--- config.mk ---
export PLATFORM = sky130hd
export DESIGN_NAME = aud_i2s_tx
export DESIGN_NICKNAME = d
export VERILOG_FILES = /design/src/rtl/aud_pkg.sv /design/src/rtl/aud_lrck_edge.sv /design/src/rtl/aud_i2s_tx.sv
export SDC_FILE = /design/constraint.sdc
export NUM_CORES = 1
export LEC_CHECK = 0
export ABC_AREA = 1
export BUFFER_PORTS_ARGS = -buffer_cell sky130_fd_sc_hd__buf_4
export CAP_MARGIN = 20
export CORE_MARGIN = 1.5
export CORE_UTILIZATION = 45
export CTS_CLUSTER_SIZE = 28
export DETAILED_ROUTE_END_ITERATION = 16
export GPL_TIMING_DRIVEN = 0
export PLACE_DENSITY_LB_ADDON = 0.3
export SLEW_MARGIN = 20
export SYNTH_ARGS = -nofsm -noshare
export SYNTH_HDL_FRONTEND = slang
export SYNTH_SLANG_ARGS = --single-unit
--- constraint.sdc ---
create_clock -name i_bclk -period 5 [get_ports i_bclk]
set_clock_uncertainty 0.2 [all_clocks]
set_input_delay 0.5 -clock i_bclk [delete_from_list [all_inputs] [get_ports i_bclk]]
set_output_delay 0.5 -clock i_bclk [all_outputs]
set_load 0.03 [all_outputs]
--- src/rtl/aud_pkg.sv ---
// ----------------------------------------------------------------------------
// aud_pkg
// Shared definitions for the audio I2S blocks: transmitter state encoding,
// LRCK slot polarity and the bit-counter width helper.
// ----------------------------------------------------------------------------
package aud_pkg;

    // Transmitter sequencing states
    typedef enum logic [1:0] {
        S_IDLE  = 2'd0,
        S_WAITL = 2'd1,
        S_LEFT  = 2'd2,
        S_RIGHT = 2'd3
    } aud_tx_state_e;

    // LRCK level that marks each channel slot
    localparam logic LRCK_LEFT  = 1'b0;
    localparam logic LRCK_RIGHT = 1'b1;

    // Width of a counter able to hold the values 0..data_w
    function automatic int bitcnt_w(input int data_w);
        return $clog2(data_w + 1);
    endfunction

endpackage

--- src/rtl/aud_lrck_edge.sv ---
// ----------------------------------------------------------------------------
// aud_lrck_edge
// Registers the codec LRCK on the falling BCLK edge and flags slot starts.
//   i_bclk     : codec bit clock (falling-edge logic)
//   i_rst_n    : asynchronous active-low reset
//   i_daclrck  : codec LRCK, 0 = left slot, 1 = right slot
//   o_lf       : left slot begins on this edge (LRCK 1 -> 0)
//   o_rf       : right slot begins on this edge (LRCK 0 -> 1)
// ----------------------------------------------------------------------------
module aud_lrck_edge
    import aud_pkg::*;
(
    input  logic i_bclk,
    input  logic i_rst_n,
    input  logic i_daclrck,
    output logic o_lf,
    output logic o_rf
);

    logic r_lrck_q;

    // Previous LRCK level; reset to the left level so no slot event fires
    // while LRCK sits low after reset.
    always_ff @(negedge i_bclk or negedge i_rst_n) begin
        if (!i_rst_n) begin
            r_lrck_q <= LRCK_LEFT;
        end else begin
            r_lrck_q <= i_daclrck;
        end
    end

    assign o_lf = (r_lrck_q == LRCK_RIGHT) && (i_daclrck == LRCK_LEFT);
    assign o_rf = (r_lrck_q == LRCK_LEFT)  && (i_daclrck == LRCK_RIGHT);

endmodule

--- src/rtl/aud_i2s_tx.sv ---
// ----------------------------------------------------------------------------
// aud_i2s_tx
// I2S DAC serializer with a one-deep frame buffer. Frames are shifted out
// MSB-first under codec-mastered BCLK/LRCK; an empty buffer at the start of
// a left slot plays zeros and bumps a saturating underflow counter.
//   i_bclk          : codec bit clock, all flops on its falling edge
//   i_rst_n         : asynchronous active-low reset
//   i_daclrck       : codec LRCK (0 left, 1 right)
//   i_en            : playback enable, sampled at left-slot starts
//   i_mono          : store i_left into both channels of the accepted frame
//   i_valid/o_ready : frame handshake, accept when both high
//   i_left/i_right  : two's complement samples, DATA_W bits
//   o_aud_dacdat    : serial DAC data
//   o_underflow     : one-cycle pulse when a left slot finds no frame
//   o_underflow_cnt : saturating underflow count
// ----------------------------------------------------------------------------
module aud_i2s_tx
    import aud_pkg::*;
#(
    parameter int DATA_W = 16,
    parameter int CNT_W  = 16
) (
    input  logic              i_bclk,
    input  logic              i_rst_n,
    input  logic              i_daclrck,
    input  logic              i_en,
    input  logic              i_mono,
    input  logic              i_valid,
    input  logic [DATA_W-1:0] i_left,
    input  logic [DATA_W-1:0] i_right,
    output logic              o_ready,
    output logic              o_aud_dacdat,
    output logic              o_underflow,
    output logic [CNT_W-1:0]  o_underflow_cnt
);

    localparam int              BCW       = bitcnt_w(DATA_W);
    localparam logic [BCW-1:0]  BITS_LOAD = BCW'(DATA_W - 1);

    logic                 w_lf;
    logic                 w_rf;
    logic                 w_accept;
    logic [DATA_W-1:0]    w_in_right;
    logic                 w_load_left;
    logic                 w_load_right;
    logic                 w_stop;
    logic                 w_to_waitl;

    logic                 r_ready;
    logic [DATA_W-1:0]    r_buf_l;
    logic [DATA_W-1:0]    r_buf_r;
    aud_tx_state_e        r_state;
    logic [DATA_W-1:0]    r_shift;
    logic [DATA_W-1:0]    r_right;
    logic [BCW-1:0]       r_bitcnt;
    logic                 r_dacdat;
    logic                 r_underflow;
    logic [CNT_W-1:0]     r_underflow_cnt;

    aud_lrck_edge u_lrck_edge (
        .i_bclk    (i_bclk),
        .i_rst_n   (i_rst_n),
        .i_daclrck (i_daclrck),
        .o_lf      (w_lf),
        .o_rf      (w_rf)
    );

    assign w_accept   = i_valid & r_ready;
    assign w_in_right = i_mono ? i_left : i_right;

    // Decode which slot action this edge performs in the current state
    always_comb begin
        w_load_left  = 1'b0;
        w_load_right = 1'b0;
        w_stop       = 1'b0;
        w_to_waitl   = 1'b0;
        case (r_state)
            S_IDLE: begin
                // Only a right-slot start proves we are aligned to a frame
                if (w_rf) w_to_waitl = 1'b1;
                else      w_to_waitl = 1'b0;
            end
            S_WAITL: begin
                if (w_lf && i_en) w_load_left = 1'b1;
                else              w_load_left = 1'b0;
            end
            S_LEFT: begin
                if (w_rf) w_load_right = 1'b1;
                else      w_load_right = 1'b0;
            end
            S_RIGHT: begin
                if (w_lf) begin
                    if (i_en) w_load_left = 1'b1;
                    else      w_stop      = 1'b1;
                end else begin
                    w_load_left = 1'b0;
                end
            end
            default: begin
                w_to_waitl = 1'b0;
            end
        endcase
    end

    // One-deep frame buffer; r_ready doubles as the buffer-empty flag.
    // Consume and accept are mutually exclusive since accept needs empty.
    always_ff @(negedge i_bclk or negedge i_rst_n) begin
        if (!i_rst_n) begin
            r_ready <= 1'b1;
            r_buf_l <= {DATA_W{1'b0}};
            r_buf_r <= {DATA_W{1'b0}};
        end else if (w_load_left && !r_ready) begin
            r_ready <= 1'b1;
        end else if (w_accept) begin
            r_ready <= 1'b0;
            r_buf_l <= i_left;
            r_buf_r <= w_in_right;
        end else begin
            r_ready <= r_ready;
        end
    end

    // Sequencer, shifter and underflow accounting
    always_ff @(negedge i_bclk or negedge i_rst_n) begin
        if (!i_rst_n) begin
            r_state         <= S_IDLE;
            r_shift         <= {DATA_W{1'b0}};
            r_right         <= {DATA_W{1'b0}};
            r_bitcnt        <= {BCW{1'b0}};
            r_dacdat        <= 1'b0;
            r_underflow     <= 1'b0;
            r_underflow_cnt <= {CNT_W{1'b0}};
        end else begin
            r_underflow <= 1'b0;
            if (w_load_left) begin
                r_state  <= S_LEFT;
                r_bitcnt <= BITS_LOAD;
                if (!r_ready) begin
                    r_dacdat <= r_buf_l[DATA_W-1];
                    r_shift  <= {r_buf_l[DATA_W-2:0], 1'b0};
                    r_right  <= r_buf_r;
                end else begin
                    // Nothing buffered: play a silent frame
                    r_dacdat    <= 1'b0;
                    r_shift     <= {DATA_W{1'b0}};
                    r_right     <= {DATA_W{1'b0}};
                    r_underflow <= 1'b1;
                    if (~&r_underflow_cnt) r_underflow_cnt <= r_underflow_cnt + CNT_W'(1'b1);
                    else                   r_underflow_cnt <= r_underflow_cnt;
                end
            end else if (w_load_right) begin
                r_state  <= S_RIGHT;
                r_bitcnt <= BITS_LOAD;
                r_dacdat <= r_right[DATA_W-1];
                r_shift  <= {r_right[DATA_W-2:0], 1'b0};
            end else if (w_stop) begin
                // Enable dropped: right slot ends here, pin parks at 0
                r_state  <= S_WAITL;
                r_bitcnt <= {BCW{1'b0}};
                r_dacdat <= 1'b0;
                r_shift  <= {DATA_W{1'b0}};
            end else begin
                if (w_to_waitl) r_state <= S_WAITL;
                else            r_state <= r_state;
                if (r_bitcnt != {BCW{1'b0}}) begin
                    r_dacdat <= r_shift[DATA_W-1];
                    r_shift  <= {r_shift[DATA_W-2:0], 1'b0};
                    r_bitcnt <= r_bitcnt - BCW'(1'b1);
                end else begin
                    r_dacdat <= 1'b0;
                end
            end
        end
    end

    assign o_ready         = r_ready;
    assign o_aud_dacdat    = r_dacdat;
    assign o_underflow     = r_underflow;
    assign o_underflow_cnt = r_underflow_cnt;

endmodule
## After elaboration in Yosys (flattened, before gate mapping)

Cells that the tools add are included.

- Muxes and demuxes: 34
- Add/sub/neg operators: 2
- Reduce and logical (&&, ||, !) cells: 13
- Bitwise gates (word level): 5
- Eq/ne operators: 3

Operators with widths:

| operator | count |
|---|---|
| $mux W16 | 7 |
| $mux W5 | 4 |
| $mux W1 | 18 |
| $add A16 B1 Y16 const B | 1 |
| $reduce_and A16 Y1 | 1 |
| $mux W2 | 4 |
| $reduce_bool A4 Y1 | 2 |
| $reduce_bool A5 Y1 | 1 |
| $sub A5 B1 Y5 const B | 1 |
| $eq A2 B2 Y1 const B | 2 |
| $logic_and A1 B1 Y1 | 4 |
| $not A1 Y1 | 4 |
| $reduce_and A3 Y1 | 1 |
| $eq A2 B1 Y1 const B | 1 |
| $logic_not A2 Y1 | 1 |
| $pmux W1 S2 | 1 |
| $reduce_and A2 Y1 | 1 |
| $reduce_bool A2 Y1 | 1 |
| $and A1 B1 Y1 | 1 |
| $logic_not A1 Y1 | 1 |

- Output and inout bits: 19
- Input port bits: 38
- Register bits: 91
- Word-level logic and storage cells: 68

## Longest topological paths before layout

Gate-level depths: netlist of run 1.

- Depth in word-level cells: 8
- Mapped depth: 11

## Cells and area by module

From an unflattened synthesis of run 1, not the netlist that was laid out.

- Cell total of the unflattened synthesis: 572
- Area total of the unflattened synthesis: 4351.7 um^2

Modules (own cells, without submodules):

| module | cells an instance | instances | area each (um^2) | sequential area each (um^2) |
|---|---|---|---|---|
| aud_i2s_tx | 567 | 1 | 4311.6 | 2228.4 |
| aud_lrck_edge | 5 | 1 | 40.0 | 25.0 |

==> summary.txt, run 1 <==
Worst Path Required: 4300 ps
Layout area overhead: 17.4%
sequential share of the synthesized area: 0.510
PwrDens: 391 nW/um^2
Synth top area share: 0.504
EDFF count, synth: 0
Net Count, Synth: 620
CTS tree: done
deepest clock path buffer count: 2
xor and xnor area share after synthesis: 0.0139
Worst Setup Start Kind: flop
CTS buffer count: 9
syn_area_per_cell: 7.62 um^2
ANT nets after route: 0
routability cong.: 0.798
Critical Path AT: 3600 ps
share of post-route cells with drive strength above 1: 0.158
Syn Inst Count: 580
post-synthesis adder-cell area fraction: 0.00566
vias in the first global route: 3,751
slowest CP cell: dfrtn_1
die height: 102 um
Resized Gates After CTS: 0
drt wl/cell: 12.0 um
number of cell rows: 35
GRT overflow: 0
Slew Limit Fails: 0
Synth Area in Compound Gates: 0.0778
largest net degree at the start of global routing: 91
number of H-tree levels: 3
prevailing post-synth register cell: dfrtn_1
Yosys reg bits: 90
Crit Path Class: flop to primary output
Die ar.: 10,400 um^2
Worst path depth: 1
Min-Delay Path Class: flop to flop
via count: 3,777
Post-Synth Simple-Gate Area: 0.313
fillers: 925
max_slew headroom: 0.462
status: finished clean
final net count: 687
Top delay family on crit path: flip-flops
Worst VDD drop: 236 uV
CP Capture Type: primary output
most common library cells after synthesis: 237 x nand2_1, 89 x dfrtn_1, 56 x inv_1, 39 x nand3_1, 39 x o21ai_0
R2R depth: 9
Multi-input gate area: 1820 um^2
crit path max fanout: 7
initial core utilization: 0.472
DRC Markers: 0
drt total wl: 9360 um
Synth Warn #: 0
TritonCTS Sinks: 90
hpwl dp: 6880 um
number of port buffers: 56
Worst-path clk slew: 70 ps
RSZ-0062 raised after global routing: no
initial antenna violation count: 0
Tot GR Track Use: 0.202
Hold WS: 225 ps
most frequent cell after synthesis: nand2_1
Inserted Diodes: 0
Via density: 4.84
Post-CTS Setup Bufs: 0
final hold vios: 0
largest family of logic cells by synthesized area: simple AND/OR/NAND/NOR gates
Clock Latency Late Sink: 390 ps
worst-margin pin slew: 807 ps
1st-pass router iterations: 5
count of final setup violators: 0
cell taking the most area after synthesis: dfrtn_1
Yosys cell types: 26
WHS Path Cells: 2
chip width: 102 um
mapped cell area: 4420 um^2
top cells by area, synth: dfrtn_1 50%, nand2_1 20%, inv_1 4.8%
setup TNS: 0 ps
io pins: 57
Core Box Area: 9370 um^2
Async SR Flop Fraction: 1.00
Hold Buf Count CTS: 0
mux contribution to synthesized area: 0
first-pass GRT wire length: 16,800 um
Leakage: 2.68 nW
DRT iter0 DRCs: 202
CTS root buffer: clkbuf_8
Register Area: 2250 um^2
max cap viols: 0
critical path cell sequence: buf_4
WP buf/inv: 1
Critical Path Max Stage Delay: 550 ps
-- report_power, final --
group | internal, mW | leakage (nW) | total (mW) | switching, mW
Combinational | 0.197 | 1.44 | 0.485 | 0.289
Sequential | 0.960 | 1.15 | 1.07 | 0.113
Clock | 0.190 | 0.0873 | 0.473 | 0.283
Total | 1.35 | 2.68 | 2.03 | 0.685
-- metrics by stage --
step / cell area [um^2] / setup WS, ps / instances / power, mW / utilization
floorplan: 4420 / 847 / 580 / 1.41 / -
global placement: 5000 / 476 / 765 / 1.54 / 0.534
detailed placement: 5000 / 425 / 765 / 1.57 / 0.534
CTS: 5190 / 698 / 781 / 2.05 / 0.554
global route: 5190 / 658 / 781 / 2.18 / 0.554
finish: 5190 / 700 / 781 / 2.03 / 0.554
-- layout make-up --
cell class / count / share of cell area
flip-flops and latches: 90 / 0.434
multi-input cells: 406 / 0.350
repair buffers: 56 / 0.0817
inverters: 62 / 0.0448
well taps: 129 / 0.0311
clock buffers: 9 / 0.0239
plain buffers: 21 / 0.0224
clock inverters: 8 / 0.0125
-- cells by family (layout without fill, tap and decap cells) --
family,Yosys count,in the layout
XOR/XNOR,7,7
AND/OR/NAND/NOR,333,333
buffers and inverters,84,156
flip-flops,90,90
AO/OA/AOI/OAI,64,64
adder cells (fa/ha/maj),2,2
-- path summary, 6_finish.rpt --
| kind | end | slack (ps) | from |
|---|---|---|---|
| worst max-delay path | o_underflow_cnt[0] | 700 | o_underflow_cnt[0] |
| worst min-delay path | r_shift[1] | 230 | r_shift[1] |
| worst max register to register | o_underflow_cnt[10] | 2950 | o_underflow_cnt[0] |
| worst min register to register | r_shift[1] | 230 | r_shift[1] |
| max in group asynchronous | r_buf_l[1] | 1610 | i_rst_n |
| min in group asynchronous | o_underflow_cnt[5] | 2390 | i_rst_n |
-- registers in the layout (all words and copies together), names as in the netlist --
register	cells
r_right	16
r_state	2
o_underflow	1
r_bitcnt	5
r_shift	15
u_lrck_edge.r_lrck_q	1
o_ready	1
o_underflow_cnt	16
r_buf_r	16
o_aud_dacdat	1
r_buf_l	16
-- metal layers --
layer  share of wire  up-vias  global-route usage
met5               0        -                   0
met4           0.012        0              0.0717
met3           0.038        9              0.0315
met2            0.47       80               0.334
met1            0.48     1730               0.271
li1                -     1958                   -
-- cell usage in the layout (no fill, tap or decap), drive strengths merged --
cell type / n
o21ai: 42
nor3: 2
clkbuf: 18
nand4: 8
nand3: 40
clkinvlp: 4
nor2: 42
dfrtn: 89
a21oi: 3
buf: 68
or2: 1
o22ai: 19
xnor2: 7
dfstp: 1
ha: 2
inv: 66
nand2: 240
-- worst register-to-register path, stage by stage (launching register included) --
cell	delay, ps
dfrtn_1	550
ha_1	280
nand3_1	150
inv_1	150
nand3_1	120
nor2_2	150
nor2_4	60
buf_6	140
nand2_1	60
nand2_1	50
Note: power is estimated with default switching activity, not from simulation.
==> inputs of run 2 (changes only) <==
--- a/config.mk
+++ b/config.mk
@@ -6,8 +6,8 @@
 export NUM_CORES = 1
 export LEC_CHECK = 0
 export ABC_AREA = 1
-export BUFFER_PORTS_ARGS = -buffer_cell sky130_fd_sc_hd__buf_4
-export CAP_MARGIN = 20
+export BUFFER_PORTS_ARGS = -buffer_cell sky130_fd_sc_hd__buf_2
+export CAP_MARGIN = 0
 export CORE_MARGIN = 1.5
 export CORE_UTILIZATION = 45
 export CTS_CLUSTER_SIZE = 28
==> run 2 against run 1 <==
  * Combinational power decreased by 2%
  * Clock power increased by 40%
  * Worst hold slack improved by 4.2 ps
  * Non-clock buffer count increased by 1
  * Sequential share of layout area increased by 0.24 points
  * Critical endpoint is now o_ready
  * Critical path type unchanged
==> summary.txt, run 2 (synthesized netlist as in run 1, its figures left out) <==
Worst-path clk slew: 60 ps (about the same)
RSZ-0062 raised after global routing: no
register-to-register path setup slack: 2990 ps (+40 ps)
max cap viols: 0 (unchanged)
number of port buffers: 56 (unchanged)
Tot GR Track Use: 0.198 (-0.00453)
worst-margin pin slew: 467 ps (-340 ps)
fillers: 920 (-0.54%)
commonest non-fill, non-tap cell in the layout: nand2_1
highest-count cells in the layout ignoring fill and taps: 237 x nand2_1, 89 x dfrtn_1, 58 x buf_2
Worst Path Required: 4300 ps (about the same)
slowest CP cell: dfstp_2
Worst VDD drop: 293 uV (+24%)
CTS tree: done
Multi-input gate area: 1820 um^2 (unchanged)
Via density: 4.83 (-0.15%)
ANT nets after route: 0 (unchanged)
GRT overflow: 0 (unchanged)
via count: 3,776 (-0.026%)
Worst Setup Start Kind: flop
Hold Buf Count CTS: 0 (unchanged)
largest net degree at the start of global routing: 57 (-37%)
final hold vios: 0 (unchanged)
routability cong.: 0.814 (+2.0%)
die height: 102 um (unchanged)
setup TNS: 0 ps (unchanged)
max_slew headroom: 0.689 (+0.227)
DRT iter0 DRCs: 131 (-35%)
Resized Gates After CTS: 0 (unchanged)
Leakage: 2.71 nW (+1.3%)
deepest clock path buffer count: 2 (unchanged)
critical path cell sequence: buf_2
CP Capture Type: primary output
initial core utilization: 0.472 (unchanged)
CTS buffer count: 9 (unchanged)
Core Box Area: 9370 um^2 (unchanged)
final net count: 688 (+0.15%)
CTS root buffer: clkbuf_8
crit path max fanout: 3 (-4)
initial antenna violation count: 0 (unchanged)
PwrDens: 428 nW/um^2 (+9.4%)
drt wl/cell: 12.1 um (+1.3%)
Inserted Diodes: 0 (unchanged)
Post-CTS Setup Bufs: 0 (unchanged)
chip width: 102 um (unchanged)
number of H-tree levels: 3 (unchanged)
io pins: 57 (unchanged)
TritonCTS Sinks: 90 (unchanged)
1st-pass router iterations: 4 (-1)
count of final setup violators: 0 (unchanged)
WP buf/inv: 1 (unchanged)
Top delay family on crit path: flip-flops
Final Power: 2.21 mW (+8.8%)
Critical Path AT: 3620 ps (+20 ps)
vias in the first global route: 3,635 (-3.1%)
Die ar.: 10,400 um^2 (unchanged)
Register Area: 2250 um^2 (unchanged)
Slew Limit Fails: 0 (unchanged)
hpwl dp: 7020 um (+1.9%)
share of post-route cells with drive strength above 1: 0.159 (+0.00129)
drt total wl: 9490 um (+1.4%)
Critical Path Max Stage Delay: 530 ps (-20 ps)
first-pass GRT wire length: 16,400 um (-2.0%)
Clock Latency Late Sink: 390 ps (about the same)
DRC Markers: 0 (unchanged)
number of cell rows: 35 (unchanged)
Min-Delay Path Class: flop to flop
Crit Path Class: flop to primary output
Layout area overhead: 16.8%
status: finished clean
## run 2: cell types whose count changed in the layout (fill, tap and decap cells not counted)
cell,before,now
buf_2,3,58
buf_4,60,6
bufinv_16,0,4
clkinvlp_4,4,0
inv_8,2,0
buf_16,0,1
buf_6,3,2
clkinv_4,0,1
inv_6,1,2
## run 2: where the power goes
part	switching, mW	internal, mW
combinational	0.288	0.186
clock	0.275	0.388
sequential	0.112	0.960
total	0.676	1.53
## run 2: per-layer routing
| metal | share of wire | track usage |
|---|---|---|
| met2 | 0.47 | 0.327 |
| met4 | 0.0042 | 0.0601 |
| met5 | 0 | 0 |
| met3 | 0.036 | 0.0301 |
| met1 | 0.49 | 0.270 |
## run 2: area by class of cell
cell class              instances  share of cell area
flip-flops and latches         90               0.436
plain buffers                  21              0.0225
inverters                      62              0.0451
clock inverters                 8              0.0291
clock buffers                   9              0.0240
multi-input cells             406               0.352
well taps                     129              0.0313
repair buffers                 57              0.0601
## run 2: path summary, 6_finish.rpt
| kind | start | endpoint | cells past startpoint |
|---|---|---|---|
| setup / recovery | o_ready | o_ready | 1 |
| hold / removal | r_shift[11] | r_shift[11] | 2 |
| min in group asynchronous | i_rst_n | o_underflow_cnt[5] | 1 |
| max in group asynchronous | i_rst_n | o_ready | 2 |
| setup reg to reg | o_underflow_cnt[0] | o_underflow_cnt[14] | 9 |
| hold reg to reg | r_shift[11] | r_shift[11] | 2 |
## run 2: stage by stage
step	util	hold slack [ps]	instances	instance area, um^2	setup WS [ps]
2_1_floorplan	-	203	580	4420	847
4_1_cts	0.551	230	782	5160	669
6_report	0.551	230	782	5160	682
3_5_place_dp	0.522	224	766	4890	433
3_3_place_gp	0.519	218	765	4860	20.5
5_1_grt	0.551	249	782	5160	636
## run 2: worst register-to-register path: stages, from the launching register on
cell,delay (ps)
dfrtn_1,530
ha_1,270
nand3_1,150
inv_1,140
nand3_1,110
nor2_2,150
nor2_4,60
buf_6,140
nand2_1,60
nand2_1,50
